<file path="src/rtl/lsu_pkg.sv">
// Shared definitions for the load/store front-end: access-size encoding,
// controller state enum and small helpers used by both the controller and
// the lane-alignment logic.
package lsu_pkg;

   typedef enum logic [1:0] {
      SZ_B = 2'd0,
      SZ_H = 2'd1,
      SZ_W = 2'd2,
      SZ_D = 2'd3
   } lsu_size_e;

   typedef enum logic [2:0] {
      ST_IDLE   = 3'd0,
      ST_ISSUE0 = 3'd1,
      ST_ISSUE1 = 3'd2,
      ST_CAPT   = 3'd3,
      ST_RESP   = 3'd4
   } lsu_state_e;

   // Number of bytes touched by an access of the given size (1, 2, 4 or 8).
   function automatic logic [3:0] lsu_nbytes(input logic [1:0] size);
      return 4'd1 << size;
   endfunction

   // True when the access runs past the end of its 8-byte SRAM word.
   function automatic logic lsu_crosses(input logic [2:0] off, input logic [1:0] size);
      return ({1'b0, off} + lsu_nbytes(size)) > 4'd8;
   endfunction

endpackage

</file>
<file path="src/rtl/lsu_align.sv">
// Byte-lane alignment for the load/store front-end. Purely combinational:
// builds the 16-lane write mask and the lane-shifted store data spanning two
// SRAM words, flags word-crossing accesses, and extracts/extends load data
// from the {hi, lo} pair of SRAM words.
module lsu_align
   import lsu_pkg::*;
(
   input  logic [2:0]   i_off,
   input  logic [1:0]   i_size,
   input  logic         i_unsigned,
   input  logic [63:0]  i_wdata,
   input  logic [63:0]  i_hi,
   input  logic [63:0]  i_lo,
   output logic [15:0]  o_mask16,
   output logic [127:0] o_wdata128,
   output logic         o_cross,
   output logic [63:0]  o_rdata
);

   logic [15:0] w_lane_bits;
   logic [63:0] w_raw;

   assign w_lane_bits = (16'd1 << lsu_nbytes(i_size)) - 16'd1;
   assign o_mask16    = w_lane_bits << i_off;
   assign o_wdata128  = {64'd0, i_wdata} << {i_off, 3'b000};
   assign o_cross     = lsu_crosses(i_off, i_size);

   // Bring the addressed byte to lane 0; the upper word only matters for crossers.
   assign w_raw = 64'({i_hi, i_lo} >> {i_off, 3'b000});

   // Truncate to the access size and sign- or zero-extend to 64 bits.
   always_comb begin
      o_rdata = w_raw;
      case (i_size)
         SZ_B:    o_rdata = i_unsigned ? {56'd0, w_raw[7:0]}  : {{56{w_raw[7]}},  w_raw[7:0]};
         SZ_H:    o_rdata = i_unsigned ? {48'd0, w_raw[15:0]} : {{48{w_raw[15]}}, w_raw[15:0]};
         SZ_W:    o_rdata = i_unsigned ? {32'd0, w_raw[31:0]} : {{32{w_raw[31]}}, w_raw[31:0]};
         default: o_rdata = w_raw;
      endcase
   end

endmodule

</file>
<file path="src/rtl/lsu_mem_ctrl.sv">
// Load/store front-end for the 64-bit unified data SRAM. Accepts one sized
// load/store at a time, turns it into byte-lane SRAM accesses and returns an
// aligned, extended single-cycle response.
// Build option: define LSU_MISALIGN_SPLIT_EN to split word-crossing accesses
// into two SRAM accesses; without it crossing accesses return resp_err.
module lsu_mem_ctrl
   import lsu_pkg::*;
#(
   parameter int ADDR_W = 64,
   parameter int XLEN   = 64
)(
   input  logic              clk,
   input  logic              rst_n,
   input  logic              req_valid,
   output logic              req_ready,
   input  logic              req_we,
   input  logic [1:0]        req_size,
   input  logic              req_unsigned,
   input  logic [ADDR_W-1:0] req_addr,
   input  logic [XLEN-1:0]   req_wdata,
   output logic              resp_valid,
   output logic [XLEN-1:0]   resp_rdata,
   output logic              resp_err,
   output logic              sram_en,
   output logic [7:0]        sram_we,
   output logic [ADDR_W-1:0] sram_addr,
   output logic [XLEN-1:0]   sram_wdata,
   input  logic [XLEN-1:0]   sram_rdata
);

   lsu_state_e        r_state;
   lsu_state_e        w_state_next;

   logic [ADDR_W-1:0] r_addr;
   logic [1:0]        r_size;
   logic              r_unsigned;
   logic              r_we;
   logic [XLEN-1:0]   r_wdata;
   logic [XLEN-1:0]   r_lo;
   logic [XLEN-1:0]   r_resp_rdata;
   logic              r_err;

   logic [ADDR_W-1:0] w_aligned_addr;
   logic [15:0]       w_mask16;
   logic [127:0]      w_wdata128;
   logic              w_cross;
   logic [XLEN-1:0]   w_hi;
   logic [XLEN-1:0]   w_lo;
   logic [XLEN-1:0]   w_load_data;
   logic              w_req_cross;
   logic              w_req_err;
   logic              w_unused;

   // Crossing test on the incoming request decides the error path in IDLE.
   assign w_req_cross = lsu_crosses(req_addr[2:0], req_size);

`ifdef LSU_MISALIGN_SPLIT_EN
   logic [XLEN-1:0] r_hi;

   assign w_req_err = 1'b0;
   // In CAPT the second word is arriving on sram_rdata right now.
   assign w_hi      = w_cross ? sram_rdata : '0;
   assign w_lo      = w_cross ? r_lo : sram_rdata;
   // r_hi mirrors the high word for debug visibility; extraction reads it live.
   assign w_unused  = ^{w_req_cross, r_hi};
`else
   assign w_req_err = w_req_cross;
   assign w_hi      = '0;
   assign w_lo      = sram_rdata;
   // Second-word lanes are never issued when splitting is compiled out.
   assign w_unused  = ^{w_req_cross, w_cross, w_mask16[15:8], w_wdata128[127:64], r_lo};
`endif

   assign w_aligned_addr = {r_addr[ADDR_W-1:3], 3'b000};

   lsu_align u_align (
      .i_off      (r_addr[2:0]),
      .i_size     (r_size),
      .i_unsigned (r_unsigned),
      .i_wdata    (r_wdata),
      .i_hi       (w_hi),
      .i_lo       (w_lo),
      .o_mask16   (w_mask16),
      .o_wdata128 (w_wdata128),
      .o_cross    (w_cross),
      .o_rdata    (w_load_data)
   );

   // State register.
   always_ff @(posedge clk) begin
      if (!rst_n) begin
         r_state <= ST_IDLE;
      end else begin
         r_state <= w_state_next;
      end
   end

   // Latch the request fields on acceptance.
   always_ff @(posedge clk) begin
      if (!rst_n) begin
         r_addr     <= '0;
         r_size     <= '0;
         r_unsigned <= 1'b0;
         r_we       <= 1'b0;
         r_wdata    <= '0;
      end else if (r_state == ST_IDLE && req_valid) begin
         r_addr     <= req_addr;
         r_size     <= req_size;
         r_unsigned <= req_unsigned;
         r_we       <= req_we;
         r_wdata    <= req_wdata;
      end
   end

   // Read buffers, error flag and the held response data.
   always_ff @(posedge clk) begin
      if (!rst_n) begin
         r_lo         <= '0;
         r_resp_rdata <= '0;
         r_err        <= 1'b0;
`ifdef LSU_MISALIGN_SPLIT_EN
         r_hi         <= '0;
`endif
      end else begin
         case (r_state)
            ST_IDLE: begin
               if (req_valid) begin
                  r_err <= w_req_err;
                  if (w_req_err) begin
                     r_resp_rdata <= '0;
                  end
               end
            end
`ifdef LSU_MISALIGN_SPLIT_EN
            ST_ISSUE1: begin
               r_lo <= sram_rdata;
            end
`endif
            ST_CAPT: begin
`ifdef LSU_MISALIGN_SPLIT_EN
               if (w_cross) begin
                  r_hi <= sram_rdata;
               end else begin
                  r_lo <= sram_rdata;
               end
`else
               r_lo <= sram_rdata;
`endif
               r_resp_rdata <= r_we ? '0 : w_load_data;
            end
            default: begin
            end
         endcase
      end
   end

   // Next-state and SRAM request decode; SRAM outputs come only from latched state.
   always_comb begin
      w_state_next = r_state;
      req_ready    = 1'b0;
      sram_en      = 1'b0;
      sram_we      = '0;
      sram_addr    = '0;
      sram_wdata   = '0;
      case (r_state)
         ST_IDLE: begin
            req_ready = 1'b1;
            if (req_valid) begin
               w_state_next = w_req_err ? ST_RESP : ST_ISSUE0;
            end
         end
         ST_ISSUE0: begin
            sram_en    = 1'b1;
            sram_addr  = w_aligned_addr;
            sram_we    = r_we ? w_mask16[7:0] : 8'd0;
            sram_wdata = w_wdata128[63:0];
`ifdef LSU_MISALIGN_SPLIT_EN
            w_state_next = w_cross ? ST_ISSUE1 : ST_CAPT;
`else
            w_state_next = ST_CAPT;
`endif
         end
`ifdef LSU_MISALIGN_SPLIT_EN
         ST_ISSUE1: begin
            sram_en      = 1'b1;
            sram_addr    = w_aligned_addr + ADDR_W'(8);
            sram_we      = r_we ? w_mask16[15:8] : 8'd0;
            sram_wdata   = w_wdata128[127:64];
            w_state_next = ST_CAPT;
         end
`endif
         ST_CAPT: begin
            w_state_next = ST_RESP;
         end
         ST_RESP: begin
            w_state_next = ST_IDLE;
         end
         default: begin
            w_state_next = ST_IDLE;
         end
      endcase
   end

   assign resp_valid = (r_state == ST_RESP);
   assign resp_err   = (r_state == ST_RESP) && r_err;
   assign resp_rdata = r_resp_rdata;

endmodule

</file>
<file path="config.mk">
export PLATFORM = sky130hd
export DESIGN_NAME = lsu_mem_ctrl
export DESIGN_NICKNAME = d
export VERILOG_FILES = /design/src/rtl/lsu_pkg.sv /design/src/rtl/lsu_align.sv /design/src/rtl/lsu_mem_ctrl.sv
export SDC_FILE = /design/constraint.sdc
export NUM_CORES = 1
export LEC_CHECK = 0
export ABC_AREA = 0
export CAP_MARGIN = 20
export CORE_MARGIN = 1.5
export CORE_UTILIZATION = 46
export DETAILED_ROUTE_END_ITERATION = 8
export PLACE_DENSITY = 0.81
export SLEW_MARGIN = 20
export SYNTH_ARGS = -nofsm -noshare
export SYNTH_HDL_FRONTEND = slang
export SYNTH_SLANG_ARGS = --single-unit
</file>
<file path="constraint.sdc">
create_clock -name clk -period 2.94 [get_ports clk]
set_input_delay 0.588 -clock clk [delete_from_list [all_inputs] [get_ports clk]]
set_output_delay 0.588 -clock clk [all_outputs]
set_load 0.05 [all_outputs]
</file>
Word-level counts from Yosys, hierarchy flattened
Cells that the tools add are included.
{ "word_totals": {"register_bits": 200, "in_bits": 199, "elab_cells": 48} }
{ "op_classes": {"add_sub_neg": 2, "order_cmp": 1, "eq_ne": 7, "n_shift": 6, "muxes": 17, "n_reduce_logical": 7} }
{ "op_table": {"columns": ["cell", "count"], "rows": [
  ["64-bit two-way mux", 8],
  ["64-bit one-hot mux with 3 select lines", 1],
  ["64-bit one-hot mux with 2 select lines", 1],
  ["64-bit by 6-bit << shifter with 64-bit output", 1],
  ["64-bit by 6-bit >> shifter with 64-bit output", 1],
  ["8-bit two-way mux", 2],
  ["1-bit by 4-bit << shifter with 16-bit output (first input constant)", 1],
  ["16-bit by 3-bit << shifter with 8-bit output", 1],
  ["16-bit by 1-bit subtractor with 16-bit output (second input constant)", 1],
  ["3-bit one-hot mux with 3 select lines", 1],
  ["1-bit by 2-bit << shifter with 4-bit output (first input constant)", 2],
  ["3-bit two-way mux", 2],
  ["3-bit by 4-bit adder with 4-bit output", 1],
  ["4-bit greater-than comparator (second input constant)", 1],
  ["2-bit inequality test (second input constant)", 2],
  ["3-bit by 1-bit equality test with 1-bit output (second input constant)", 1],
  ["3-bit by 2-bit equality test with 1-bit output (second input constant)", 1],
  ["3-bit equality test (second input constant)", 1],
  ["3-bit zero test", 1],
  ["3-bit AND reduction", 1],
  ["2-bit by 1-bit equality test with 1-bit output (second input constant)", 1],
  ["2-bit equality test (second input constant)", 1],
  ["1-bit logical AND", 2],
  ["2-bit zero test", 1],
  ["other kinds (3)", 4]
]} }

Logic depth before layout (Yosys ltp)
Gate-level depths: netlist of run 1.
{ "depth": {"depth_word": 6, "ltp_mapped": 10} }

By module
From an unflattened synthesis of run 1, not the netlist that was laid out.
{ "unflattened": {"cells_unflattened": 1719, "hier_area_um2": 14288.7} }
{ "by_module_without_submodules": {"columns": ["mod", "n_inst", "cells_per_inst", "area_per_inst_um2", "seq_area_each_um2"], "rows": [
  ["lsu_mem_ctrl", 1, 903, 8023.9, 4003.8],
  ["lsu_align", 1, 816, 6264.8, 0.0]
]} }

Worst setup path after synthesis of run 1
No wires, ideal clock.
{ "synth_timing": {"path_kind": "register to output", "from": "register r_state[2]", "to": "output sram_we[4]", "arrival_ns": 2.722, "t_required_ns": 2.352, "setup_slack_ns": -0.370, "stages_incl_launch_ff": 6, "path_cell_list": "dfxtp_1 nor2_1 nand2_1 inv_1 nand2_1 a211oi_1"} }
{ "synth_between": {"elab_chain_cells": 2} }
{ "synth_rtl": {"columns": ["item", "line", "text"], "rows": [
  ["start, declared", "lsu_mem_ctrl.sv:31", "lsu_state_e r_state;"],
  ["start signal, assigned", "lsu_mem_ctrl.sv:94", "r_state <= w_state_next;"],
  ["3-bit by 1-bit equality test with 1-bit output", "lsu_mem_ctrl.sv:165", "case (r_state)"],
  ["8-bit two-way mux", "lsu_mem_ctrl.sv:165", null],
  ["end, declared", "lsu_mem_ctrl.sv:25", "output logic [7:0] sram_we,"]
]} }
Every way passes these cells.

Worst setup path in the final report of run 1
{ "layout_timing": {"from": "register r_addr[0]", "to": "output sram_wdata[57]"} }
{ "layout_between": {"elab_chain_cells": 2} }
{ "layout_rtl": {"columns": ["item", "line", "text"], "rows": [
  ["start, declared", "lsu_mem_ctrl.sv:34", "logic [ADDR_W-1:0] r_addr;"],
  ["start signal, assigned", "lsu_mem_ctrl.sv:107", "r_addr <= req_addr;"],
  ["64-bit by 6-bit << shifter with 64-bit output", "lsu_align.sv:25", "assign o_wdata128 = {64'd0, i_wdata} << {i_off, 3'b000};"],
  ["64-bit two-way mux", "lsu_mem_ctrl.sv:165", null],
  ["end, declared", "lsu_mem_ctrl.sv:27", "output logic [XLEN-1:0] sram_wdata,"]
]} }
Every way passes these cells.

==> implementation parameters, run 1 <==
Parameter                              Value

Die
  Standard-cell rows ... between 50 and 60
  Total die area ... roughly 26000 µm²
  Vert. Die Dim ... 163 µm
  I/O pin count ... 403
  Initial Utilization ... 46.7%
  Total core area ... 25100 µm²
  Die width ... 163 µm

Timing
  Number of setup violations in the final report ... 0
  Min cycle time layout ... 2.86 ns
  Count of endpoints failing hold in the final timing report ... 0
  Fin crit share ... 97.4%
  Tightest slew margin relative to the limit ... ~50%
  Least setup slack across all paths after layout ... 0.0750 ns
  Worst hold slack ... 0.461 ns
  Max Clk Rate ... 0.349 GHz
  Sum of negative setup slack ... 0 ns
  Unrepaired setup endpoints after global routing ... true
  Max Slew Vio Count ... 0
  Setup Skew ... 0.0163 ns
  Transition at the pin with the smallest max-transition slack ... 0.746 ns

Synthesis
  Synthesis warning total ... 0
  Distinct cell type count of the synthesized netlist ... 55
  Sequential fraction of the synthesis area ... 34.1%
  Area share of the largest cell type after synthesis ... 34.1%
  Post-synthesis cell type with the largest combined area ... sky130_fd_sc_hd__dfxtp_1
  Count leader, synth ... sky130_fd_sc_hd__nand2_1
  Top cells by count, synth ... sky130_fd_sc_hd__nand2_1, sky130_fd_sc_hd__dfxtp_1, sky130_fd_sc_hd__a21boi_0
  Number of flops mapped to enable cells by yosys ... 0
  Async set or reset register ratio after synthesis ... 0%
  Netlist area before placement ... 11700 µm²
  Mapped Avg Cell Area ... 8.18 µm²
  Cell types with the largest area share after synthesis ... sky130_fd_sc_hd__dfxtp_1, sky130_fd_sc_hd__nand2_1, sky130_fd_sc_hd__mux2i_1
  Cell count after synthesis ... 1434
  Seq cells post-synth ... 200
  Main flop type after synthesis ... sky130_fd_sc_hd__dfxtp_1

Layout
  Final Instance Count excl. Fillers ... 2112
  Nets ... just under 2000
  Share of post-route cells with drive strength above 1 ... 14.8%
  Area growth from synthesis to layout ... 48.9%
  Fill cell total of the finished layout ... 2006
  Post-layout util ... 69.6%

Power and ir drop
  Peak supply drop ... 0.000344 V
  Switching portion of total power ... 35.7%
  Leak pwr ... roughly 6.7 nW
  Clock group share of total power ... a little under a third
  P_sw ... ~2.9 mW
  Combinational fraction of design power ... 30.6%
  Part of the power in registers ... 37.7%
  Total power divided by cell area ... 461 nW/µm²
  Internal power summed over all cells ... ~5.2 mW

Clock network
  Clock tree sinks ... 200
  Clock-pin transition on the worst setup and hold timing paths ... 0.09 ns
  H-tree depth ... 4
  Number of buffers created by CTS ... 17
  Clock latency at the later pin of the worst-skew pair ... 0.45 ns
  Largest buffer count on any clock path ... 2
  Buffer type at the clock tree root ... sky130_fd_sc_hd__clkbuf_16
  Clock tree from TritonCTS ... done

Placement
  Placed insts ... 2077
  HPWL after DPL ... 33.3 mm
  Global placer's final weighted congestion ... 0.934
  Place WS ... -0.199 ns
  Quantity of I/O buffers inserted on ports ... between 300 and 400

Global route
  Maximum number of pins on one net before global-route repair ... 79
  Total gr overflow ... 0
  Number of antenna violations at the first check in global routing ... 7
  First-pass GRT wire length ... 67.5 mm
  GRT Util Overall ... 33.0%
  Via count of the first global-routing pass ... approximately 12000

Routing
  Detailed-route via count ... 12300
  Per-cell via count in the routed design ... about 5.8
  Final WL ... 45.0 mm
  Post-detailed-route count of antenna-violating nets ... 0
  Routed WL per cell ... between 20 and 25 µm
  TritonRoute pass-1 iters ... 7
  Number of remaining DRC errors ... 0
  DRC marker count from the first detailed-route iteration ... 1089

Outcome
  Run status ... completed

Worst hold path
  Class of the tightest hold or removal check ... reg -> reg

Setup path
  Kind of critical path ... reg -> out
  Top fanout value on the critical path ... 25
  Critical path required time ... 2.35 ns
  Kind of end point of the critical path ... output pin
  Kind of launch point of the worst setup path ... flop
  Data arrival time of the critical path ... 2.28 ns

Job
  Total of max-cap violations ... 0
-- area by class of cell --
cell class | instances | area (µm²) | area share [%]
multi-input cells | 1092 | 7180 | 41.1
repair buffers | 450 | 5190 | 29.7
flip-flops and latches | 200 | 4020 | 23.0
clock buffers | 17 | 425 | 2.44
well taps | 330 | 413 | 2.36
clock inverters | 15 | 208 | 1.19
inverters | 6 | 23.8 | 0.136
diodes | 2 | 5.00 | 0.0286
-- cells by family after synthesis --
logic type      after synthesis  synth area share, %
simple gates                551                 20.6
compound gates              382                 23.5
flops                       200                 34.1
mux                         151                 15.6
buf+inv                     144                 5.54
fa+ha+maj                     5                0.597
other cells                   1               0.0320
-- path summary, 6_finish.rpt --
kind,startpoint,endpoint,slack [ns],cells after the start
setup / recovery,r_addr[0]$_SDFFE_PN0P_,sram_wdata[57],0.08,6
hold / removal,r_addr[20]$_SDFFE_PN0P_,r_addr[20]$_SDFFE_PN0P_,0.46,2
setup reg to reg,r_addr[0]$_SDFFE_PN0P_,resp_rdata[37]$_SDFFE_PN0P_,0.20,6
hold reg to reg,r_addr[20]$_SDFFE_PN0P_,r_addr[20]$_SDFFE_PN0P_,0.46,2
-- placed cells by master, fill, tap and decap left out, drive strengths merged, types with 9 or more instances in the layout --
master / netlist / final
nand2: 325 / 325
clkdlybuf4s50: 0 / 300
dfxtp: 200 / 200
buf: 53 / 149
a21boi: 133 / 133
mux2i: 105 / 105
nor2: 82 / 82
and3: 71 / 71
o21ai: 59 / 59
a21oi: 50 / 50
a22o: 36 / 36
a211oi: 25 / 25
mux4: 23 / 23
mux2: 23 / 23
a32o: 21 / 21
and2: 21 / 21
nor2b: 19 / 19
clkbuf: 85 / 17
inv: 5 / 15
nand3: 14 / 14
o211ai: 12 / 12
nor3: 9 / 9
-- metrics by stage --
stage / area (µm²) / power, mW
after global placement: 16800 / 5.47
after global routing: 17500 / 8.36
after CTS: 17400 / 8.03
final: 17500 / 8.05
after floorplan: 11800 / 4.51
after detailed placement: 16800 / 5.51
-- critical path, cell delays in order (launching register included) --
cell and delay, ns:
sky130_fd_sc_hd__dfxtp_4 0.48, sky130_fd_sc_hd__buf_6 0.29, sky130_fd_sc_hd__mux2i_1 0.42, sky130_fd_sc_hd__mux2i_1 0.18, sky130_fd_sc_hd__mux2i_1 0.18, sky130_fd_sc_hd__nor2_1 0.09
sky130_fd_sc_hd__buf_12 0.17
-- power by group through the flow --
stage               Sequential (mW)  Combinational, mW  Clock [mW]
global placement               3.08               2.39           0
detailed placement             3.09               2.42           0
CTS                            3.03               2.44        2.56
finish                         3.03               2.47        2.55
floorplan                      3.06               1.45           0
global route                   3.05               2.63        2.68
-- repair_timing --
item	in CTS	in global routing
cloned	0	0
buffers inserted	0	1
hold buffers	0	0
resized for setup	9	15
hold endpoints to repair	0	0
pin swaps	0	2
endpoints found under the setup margin	65	45
-- per-layer routing --
| metal | vias to the layer above | GRT usage (%) | share of wire, % |
|---|---|---|---|
| li1 | 5731 | - | - |
| met1 | 5816 | 35.7 | 35 |
| met2 | 611 | 59.4 | 51 |
| met3 | 125 | 8.96 | 9.0 |
| met4 | 10 | 15.7 | 4.8 |
| met5 | - | 0 | 0.16 |
-- sequential cells by signal, indices dropped and copies added (netlist names) --
signal	count
r_addr	64
r_wdata	64
resp_rdata	64
r_state	3
r_size	2
r_err	1
r_unsigned	1
r_we	1
(Power assumes the default switching activity.)
==> inputs of run 2 (changes only) <==
Settings changed: CORE_UTILIZATION 46 to 49, PLACE_DENSITY 0.81 to 0.82, SYNTH_HIERARCHICAL from default to 1.
==> run 2 against run 1 <==
Effect of this change: synthesized area is 15% higher; die area increased by 7.6%; utilization grew 1.5 points; via count is 11% higher; setup slack got worse by 0.0027 ns; sequential share of layout area is 2.0 points lower; critical path depth did not move; synthesized cell count increased by 11%; flip-flop and latch count stayed put; cell area rose by 9.6%; critical path type unchanged; largest cell class unchanged; largest power group is now combinational logic.
==> implementation parameters, run 2 <==
Parameter                              Value

Timing
  Fin crit share ... 97.5% (was 97.4%)
  Min cycle time layout ... 2.87 ns (was 2.86 ns)
  Unrepaired setup endpoints after global routing ... false (was true)
  Setup Skew ... 0.0209 ns (was 0.0163 ns)
  Count of endpoints failing hold in the final timing report ... 0 (unchanged)
  Number of setup violations in the final report ... 0 (unchanged)
  Tightest slew margin relative to the limit ... 49.1% (was 50.1%)
  Transition at the pin with the smallest max-transition slack ... 0.763 ns (was 0.746 ns)
  Max Clk Rate ... 0.349 GHz (about the same)
  Max Slew Vio Count ... 0 (unchanged)

Worst hold path
  Class of the tightest hold or removal check ... reg -> reg (unchanged)

Die
  Total core area ... 27000 µm² (was 25100 µm²)
  Total die area ... 28500 µm² (was 26500 µm²)
  Vert. Die Dim ... 169 µm (was 163 µm)
  I/O pin count ... 403 (unchanged)
  Standard-cell rows ... 60 (was 58)
  Initial Utilization ... 50.0% (was 46.7%)
  Die width ... 169 µm (was 163 µm)

Clock network
  Number of hold buffers added after CTS ... 0 (unchanged)
  Buffer type at the clock tree root ... sky130_fd_sc_hd__clkbuf_16 (unchanged)
  Clock tree sinks ... 200 (unchanged)
  Clock latency at the later pin of the worst-skew pair ... 0.45 ns (about the same)
  Number of buffers created by CTS ... 17 (unchanged)
  Clock-pin transition on the worst setup and hold timing paths ... 0.09 ns (about the same)
  Largest buffer count on any clock path ... 2 (unchanged)
  H-tree depth ... 4 (unchanged)
  Clock tree from TritonCTS ... done (unchanged)

Layout
  Area growth from synthesis to layout ... 42.2% (was 48.9%)
  Nets ... 2219 (was 1971)
  Post-layout util ... 71.1% (was 69.6%)
  Leading cell types in the layout, fill and taps excluded ... sky130_fd_sc_hd__nand2_1, sky130_fd_sc_hd__clkdlybuf4s50_1, sky130_fd_sc_hd__dfxtp_1, sky130_fd_sc_hd__and2_1, sky130_fd_sc_hd__mux2i_1 (was sky130_fd_sc_hd__nand2_1, sky130_fd_sc_hd__clkdlybuf4s50_1, sky130_fd_sc_hd__dfxtp_1, sky130_fd_sc_hd__a21boi_0, sky130_fd_sc_hd__mux2i_1)
  Leading cell type in the layout, fill and taps excluded ... sky130_fd_sc_hd__nand2_1 (unchanged)
  Share of post-route cells with drive strength above 1 ... 16.0% (was 14.8%)
  Fill cell total of the finished layout ... 2073 (was 2006)
  Final Instance Count excl. Fillers ... 2373 (was 2112)

Routing
  Per-cell via count in the routed design ... 5.73 (was 5.82)
  DRC marker count from the first detailed-route iteration ... 1282 (was 1089)
  Number of remaining DRC errors ... 0 (unchanged)
  Routed WL per cell ... 20.1 µm (was 21.3 µm)
  Post-detailed-route count of antenna-violating nets ... 0 (unchanged)
  Detailed-route via count ... 13600 (was 12300)
  Final WL ... 47.6 mm (was 45.0 mm)
  TritonRoute pass-1 iters ... 8 (was 7)

Power and ir drop
  Peak supply drop ... 0.000342 V (was 0.000344 V)
  Total power divided by cell area ... 462 nW/µm² (was 461 nW/µm²)
  Leak pwr ... 7.71 nW (was 6.70 nW)

Setup path
  Critical path required time ... 2.35 ns (about the same)
  Reg-to-reg setup timing slack ... 0.41 ns (was 0.20 ns)
  Top fanout value on the critical path ... 13 (was 25)
  Kind of launch point of the worst setup path ... flop (unchanged)
  Kind of critical path ... reg -> out (unchanged)
  Data arrival time of the critical path ... 2.28 ns (about the same)
  Kind of end point of the critical path ... output pin (unchanged)

Placement
  Global placer's final weighted congestion ... 0.960 (was 0.934)
  Placed insts ... 2335 (was 2077)
  Quantity of I/O buffers inserted on ports ... 399 (unchanged)
  HPWL after DPL ... 35.4 mm (was 33.3 mm)

Synthesis
  Mapped Avg Cell Area ... 8.49 µm² (was 8.18 µm²)
  Cell count after synthesis ... 1586 (was 1434)
  Synthesis warning total ... 6 (was 0)
  Netlist area before placement ... 13500 µm² (was 11700 µm²)

Global route
  GRT Util Overall ... 32.7% (was 33.0%)
  Number of antenna violations at the first check in global routing ... 5 (was 7)
  Maximum number of pins on one net before global-route repair ... 94 (was 79)
  Via count of the first global-routing pass ... 13000 (was 12100)
  Total gr overflow ... 0 (unchanged)
  First-pass GRT wire length ... 72.7 mm (was 67.5 mm)

Job
  Total of max-cap violations ... 0 (unchanged)

Outcome
  Run status ... completed (unchanged)
run 2: cell count changes in the layout (fill, tap and decap cells not counted), sizes merged, moves of 19 or more:
cell,change
and2,+126
conb,+124
and3,-63
nand2,+39
nor2,-39
a21oi,-36
clkdlybuf4s50,-34
buf,+32
nand4,+32
a22o,+28
mux2i,+27
mux2,+20
mux4,+20
o21ai,-19
run 2: layer usage:
| layer | vias to the layer above | global-route usage [%] | wire (µm) |
|---|---|---|---|
| met1 | 6455 | 38.0 | 18300 |
| met5 | - | 0 | 13 |
| met3 | 137 | 6.83 | 3450 |
| met2 | 665 | 55.5 | 23000 |
| li1 | 6332 | - | - |
| met4 | 2 | 19.4 | 2910 |
run 2: area by class of cell:
cell class                      count  area (µm²)  share of cell area (%)
Clock buffer                       17         425                    2.22
Sequential cell                   200        4020                    21.0
Clock inverter                     15         200                    1.05
Timing Repair Buffer              448        4980                    26.0
Tap cell                          341         427                    2.23
Multi-Input combinational cell   1342        9060                    47.3
Antenna cell                        4        10.0                  0.0523
Inverter                            6        27.5                   0.144
run 2: critical path, cell delays in order (launching register included):
cell and delay (ns):
sky130_fd_sc_hd__dfxtp_4 0.42, sky130_fd_sc_hd__or2_2 0.48, sky130_fd_sc_hd__nor2_1 0.24, sky130_fd_sc_hd__buf_4 0.23, sky130_fd_sc_hd__and2_1 0.14, sky130_fd_sc_hd__and2_1 0.18, sky130_fd_sc_hd__buf_12 0.15
run 2: report_power, final:
| part | switching, mW | internal [mW] | total (mW) | leakage (nW) |
|---|---|---|---|---|
| registers | 0.162 | 2.90 | 3.06 | 1.63 |
| clock network | 1.33 | 1.20 | 2.53 | 0.305 |
| logic | 1.87 | 1.39 | 3.25 | 5.77 |
run 2: through the flow:
step | cell area [µm²] | total power [mW] | setup WS [ns] | hold WS [ns] | setup TNS, ns
CTS | 19100 | 8.81 | 0.00966 | 0.459 | 0
global route | 19100 | 9.23 | 0.00239 | 0.480 | 0
global placement | 18500 | 6.24 | 0.0458 | 0.437 | 0
floorplan | 13900 | 5.17 | 0.191 | 0.430 | 0
detailed placement | 18500 | 6.30 | -0.0369 | 0.447 | -1.22
finish | 19200 | 8.84 | 0.0723 | 0.458 | 0
run 2: timing repair:
action	in CTS	in global routing
setup buffers	0	2
endpoints found under the hold margin	0	0
pin swaps	0	1
gates resized for setup	3	8
setup endpoints to repair	4	34
run 2: worst paths after layout:
check,start,end,cells after the start
setup / recovery,r_addr[1]$_SDFFE_PN0P_,sram_wdata[6],6
hold / removal,r_addr[10]$_SDFFE_PN0P_,r_addr[10]$_SDFFE_PN0P_,2
setup reg to reg,r_addr[1]$_SDFFE_PN0P_,resp_rdata[48]$_SDFFE_PN0P_,7
hold reg to reg,r_addr[10]$_SDFFE_PN0P_,r_addr[10]$_SDFFE_PN0P_,2
==> inputs of run 3 (changes only) <==
Settings changed: REMOVE_ABC_BUFFERS from default to 1.
==> run 3 against run 2 <==
Effect of this change: sequential share of layout area decreased by 0.74 points; non-clock buffer count down 2; critical endpoint is now sram_we[7]; hold slack lost 0.0048 ns; cell area increased by 3.5%; clock skew decreased by 0.0052 ns; die area unchanged; setup slack improved by 0.030 ns; highest routed layer unchanged; via count is essentially flat; combinational power rose by 2%; critical path depth increased by 1; utilization grew 2.5 points; flip-flop and latch count stayed put.
==> implementation parameters, run 3 (synthesized netlist as in run 2, its figures left out) <==
Parameter                              Value

Power and ir drop
  Peak supply drop ... 0.000283 V (was 0.000342 V)
  Overall Power ... 8.81 mW (was 8.84 mW)
  Total power divided by cell area ... 445 nW/µm² (was 462 nW/µm²)
  Leak pwr ... 7.84 nW (was 7.71 nW)

Timing
  Transition at the pin with the smallest max-transition slack ... 0.740 ns (was 0.763 ns)
  Setup Skew ... 0.0157 ns (was 0.0209 ns)
  Count of endpoints failing hold in the final timing report ... 0 (unchanged)
  Unrepaired setup endpoints after global routing ... false (unchanged)
  Tightest slew margin relative to the limit ... 50.7% (was 49.1%)
  Min cycle time layout ... 2.84 ns (was 2.87 ns)
  Fin crit share ... 96.5% (was 97.5%)
  Max Slew Vio Count ... 0 (unchanged)
  Number of setup violations in the final report ... 0 (unchanged)
  Max Clk Rate ... 0.352 GHz (was 0.349 GHz)
  Worst hold slack ... 0.453 ns (was 0.458 ns)
  Least setup slack across all paths after layout ... 0.102 ns (was 0.0723 ns)

Global route
  Maximum number of pins on one net before global-route repair ... 136 (was 94)
  First-pass GRT wire length ... 70.5 mm (was 72.7 mm)
  Via count of the first global-routing pass ... 13200 (was 13000)
  Number of antenna violations at the first check in global routing ... 2 (was 5)
  Total gr overflow ... 0 (unchanged)
  GRT Util Overall ... 31.1% (was 32.7%)

Die
  Die width ... 169 µm (unchanged)
  Initial Utilization ... 50.0% (unchanged)
  Vert. Die Dim ... 169 µm (unchanged)
  I/O pin count ... 403 (unchanged)
  Total core area ... 27000 µm² (unchanged)
  Total die area ... 28500 µm² (unchanged)
  Standard-cell rows ... 60 (unchanged)

Routing
  TritonRoute pass-1 iters ... 6 (was 8)
  Detailed-route via count ... 13600 (about the same)
  Number of remaining DRC errors ... 0 (unchanged)
  DRC marker count from the first detailed-route iteration ... 1486 (was 1282)
  Post-detailed-route count of antenna-violating nets ... 0 (unchanged)
  Routed WL per cell ... 19.3 µm (was 20.1 µm)
  Per-cell via count in the routed design ... 5.74 (was 5.73)
  Final WL ... 45.6 mm (was 47.6 mm)

Clock network
  Number of buffers created by CTS ... 17 (unchanged)
  Clock tree from TritonCTS ... done (unchanged)
  Clock latency at the later pin of the worst-skew pair ... 0.44 ns (was 0.45 ns)
  Clock tree sinks ... 200 (unchanged)
  H-tree depth ... 4 (unchanged)
  Buffer type at the clock tree root ... sky130_fd_sc_hd__clkbuf_16 (unchanged)
  Number of hold buffers added after CTS ... 0 (unchanged)
  Clock-pin transition on the worst setup and hold timing paths ... 0.09 ns (about the same)
  Largest buffer count on any clock path ... 2 (unchanged)

Setup path
  Data arrival time of the critical path ... 2.25 ns (was 2.28 ns)
  Kind of critical path ... reg -> out (unchanged)
  Top fanout value on the critical path ... 8 (was 13)
  Critical path required time ... 2.35 ns (about the same)
  Reg-to-reg setup timing slack ... 0.46 ns (was 0.41 ns)
  Kind of launch point of the worst setup path ... flop (unchanged)
  Worst setup path start ... r_size[1]$_SDFFE_PN0P_ (was r_addr[1]$_SDFFE_PN0P_)
  Kind of end point of the critical path ... output pin (unchanged)
  Crit Reg-Reg Startpoint ... r_addr[1]$_SDFFE_PN0P_ (unchanged)

Layout
  Leading cell types in the layout, fill and taps excluded ... sky130_fd_sc_hd__nand2_1, sky130_fd_sc_hd__clkdlybuf4s50_1, sky130_fd_sc_hd__dfxtp_1, sky130_fd_sc_hd__and2_1, sky130_fd_sc_hd__buf_12 (was sky130_fd_sc_hd__nand2_1, sky130_fd_sc_hd__clkdlybuf4s50_1, sky130_fd_sc_hd__dfxtp_1, sky130_fd_sc_hd__and2_1, sky130_fd_sc_hd__mux2i_1)
  Area growth from synthesis to layout ... 47.2% (was 42.2%)
  Share of post-route cells with drive strength above 1 ... 16.1% (was 16.0%)
  Nets ... 2217 (was 2219)
  Post-layout util ... 73.6% (was 71.1%)
  Leading cell type in the layout, fill and taps excluded ... sky130_fd_sc_hd__nand2_1 (unchanged)
  Final Instance Count excl. Fillers ... 2368 (was 2373)

Placement
  Global placer's final weighted congestion ... 0.910 (was 0.960)
  Placed insts ... 2331 (was 2335)
  HPWL after DPL ... 32.1 mm (was 35.4 mm)
  Quantity of I/O buffers inserted on ports ... 399 (unchanged)
  Place WS ... -0.0234 ns (was -0.0369 ns)

Job
  Total of max-cap violations ... 0 (unchanged)

Worst hold path
  Class of the tightest hold or removal check ... reg -> reg (unchanged)
  Min-Delay Startpoint ... r_addr[5]$_SDFFE_PN0P_ (was r_addr[10]$_SDFFE_PN0P_)

Outcome
  Run status ... completed (unchanged)
run 3: changes by cell type in the layout (fill, tap and decap cells not counted), sizes merged:
cell / change
clkinv: +4
inv: -4
diode: -3
clkdlybuf4s50: -2
buf: +1
dlymetal6s2s: -1
run 3: what timing repair did:
| action | 4_1_cts | 5_1_grt |
|---|---|---|
| pin swaps | 0 | 0 |
| setup endpoints to repair | 4 | 18 |
| gates resized for setup | 2 | 2 |
| setup buffers | 0 | 4 |
run 3: final cells by class:
| type | instances | area [µm²] |
|---|---|---|
| diodes | 1 | 2.50 |
| clock buffers | 17 | 425 |
| clock inverters | 15 | 193 |
| fillers | 1881 | 7130 |
| inverters | 6 | 22.5 |
| multi-input cells | 1342 | 9060 |
| flip-flops and latches | 200 | 4010 |
| well taps | 341 | 427 |
| repair buffers | 446 | 5680 |
run 3: where the power goes:
part | switching [mW] | total, mW | leakage (nW) | internal (mW)
sequential | 0.142 | 3.04 | 1.63 | 2.90
clock | 1.30 | 2.47 | 0.299 | 1.17
combinational | 1.85 | 3.30 | 5.91 | 1.45
run 3: per-stage QoR:
step                area (µm²)  setup TNS [ns]
finish                   19800               0
global route             19800               0
CTS                      19800               0
detailed placement       19200          -0.145
global placement         19200               0
floorplan                13000         -910.76
run 3: final timing paths:
kind / to / cells past startpoint
max reg2reg: resp_rdata[16]$_SDFFE_PN0P_ / 7
max: sram_we[7] / 7
min: r_addr[5]$_SDFFE_PN0P_ / 2
min reg2reg: r_addr[5]$_SDFFE_PN0P_ / 2
run 3: critical path, cell delays in order (launching register included):
cell                      delay (ns)
sky130_fd_sc_hd__dfxtp_2        0.39
sky130_fd_sc_hd__nor2b_2        0.22
sky130_fd_sc_hd__ha_1           0.29
sky130_fd_sc_hd__a21oi_1        0.21
sky130_fd_sc_hd__o21ai_0        0.13
sky130_fd_sc_hd__o21ai_0        0.16
sky130_fd_sc_hd__and3_1         0.26
sky130_fd_sc_hd__buf_12         0.16
run 3: metal layers:
metal  vias to the layer above  share of wire [%]  GRT usage [%]
met5                         -              0.035              0
li1                       6327                  -              -
met4                         2                3.7           12.5
met2                       704                 50           55.8
met3                       115                8.4           7.41
met1                      6452                 38           35.4
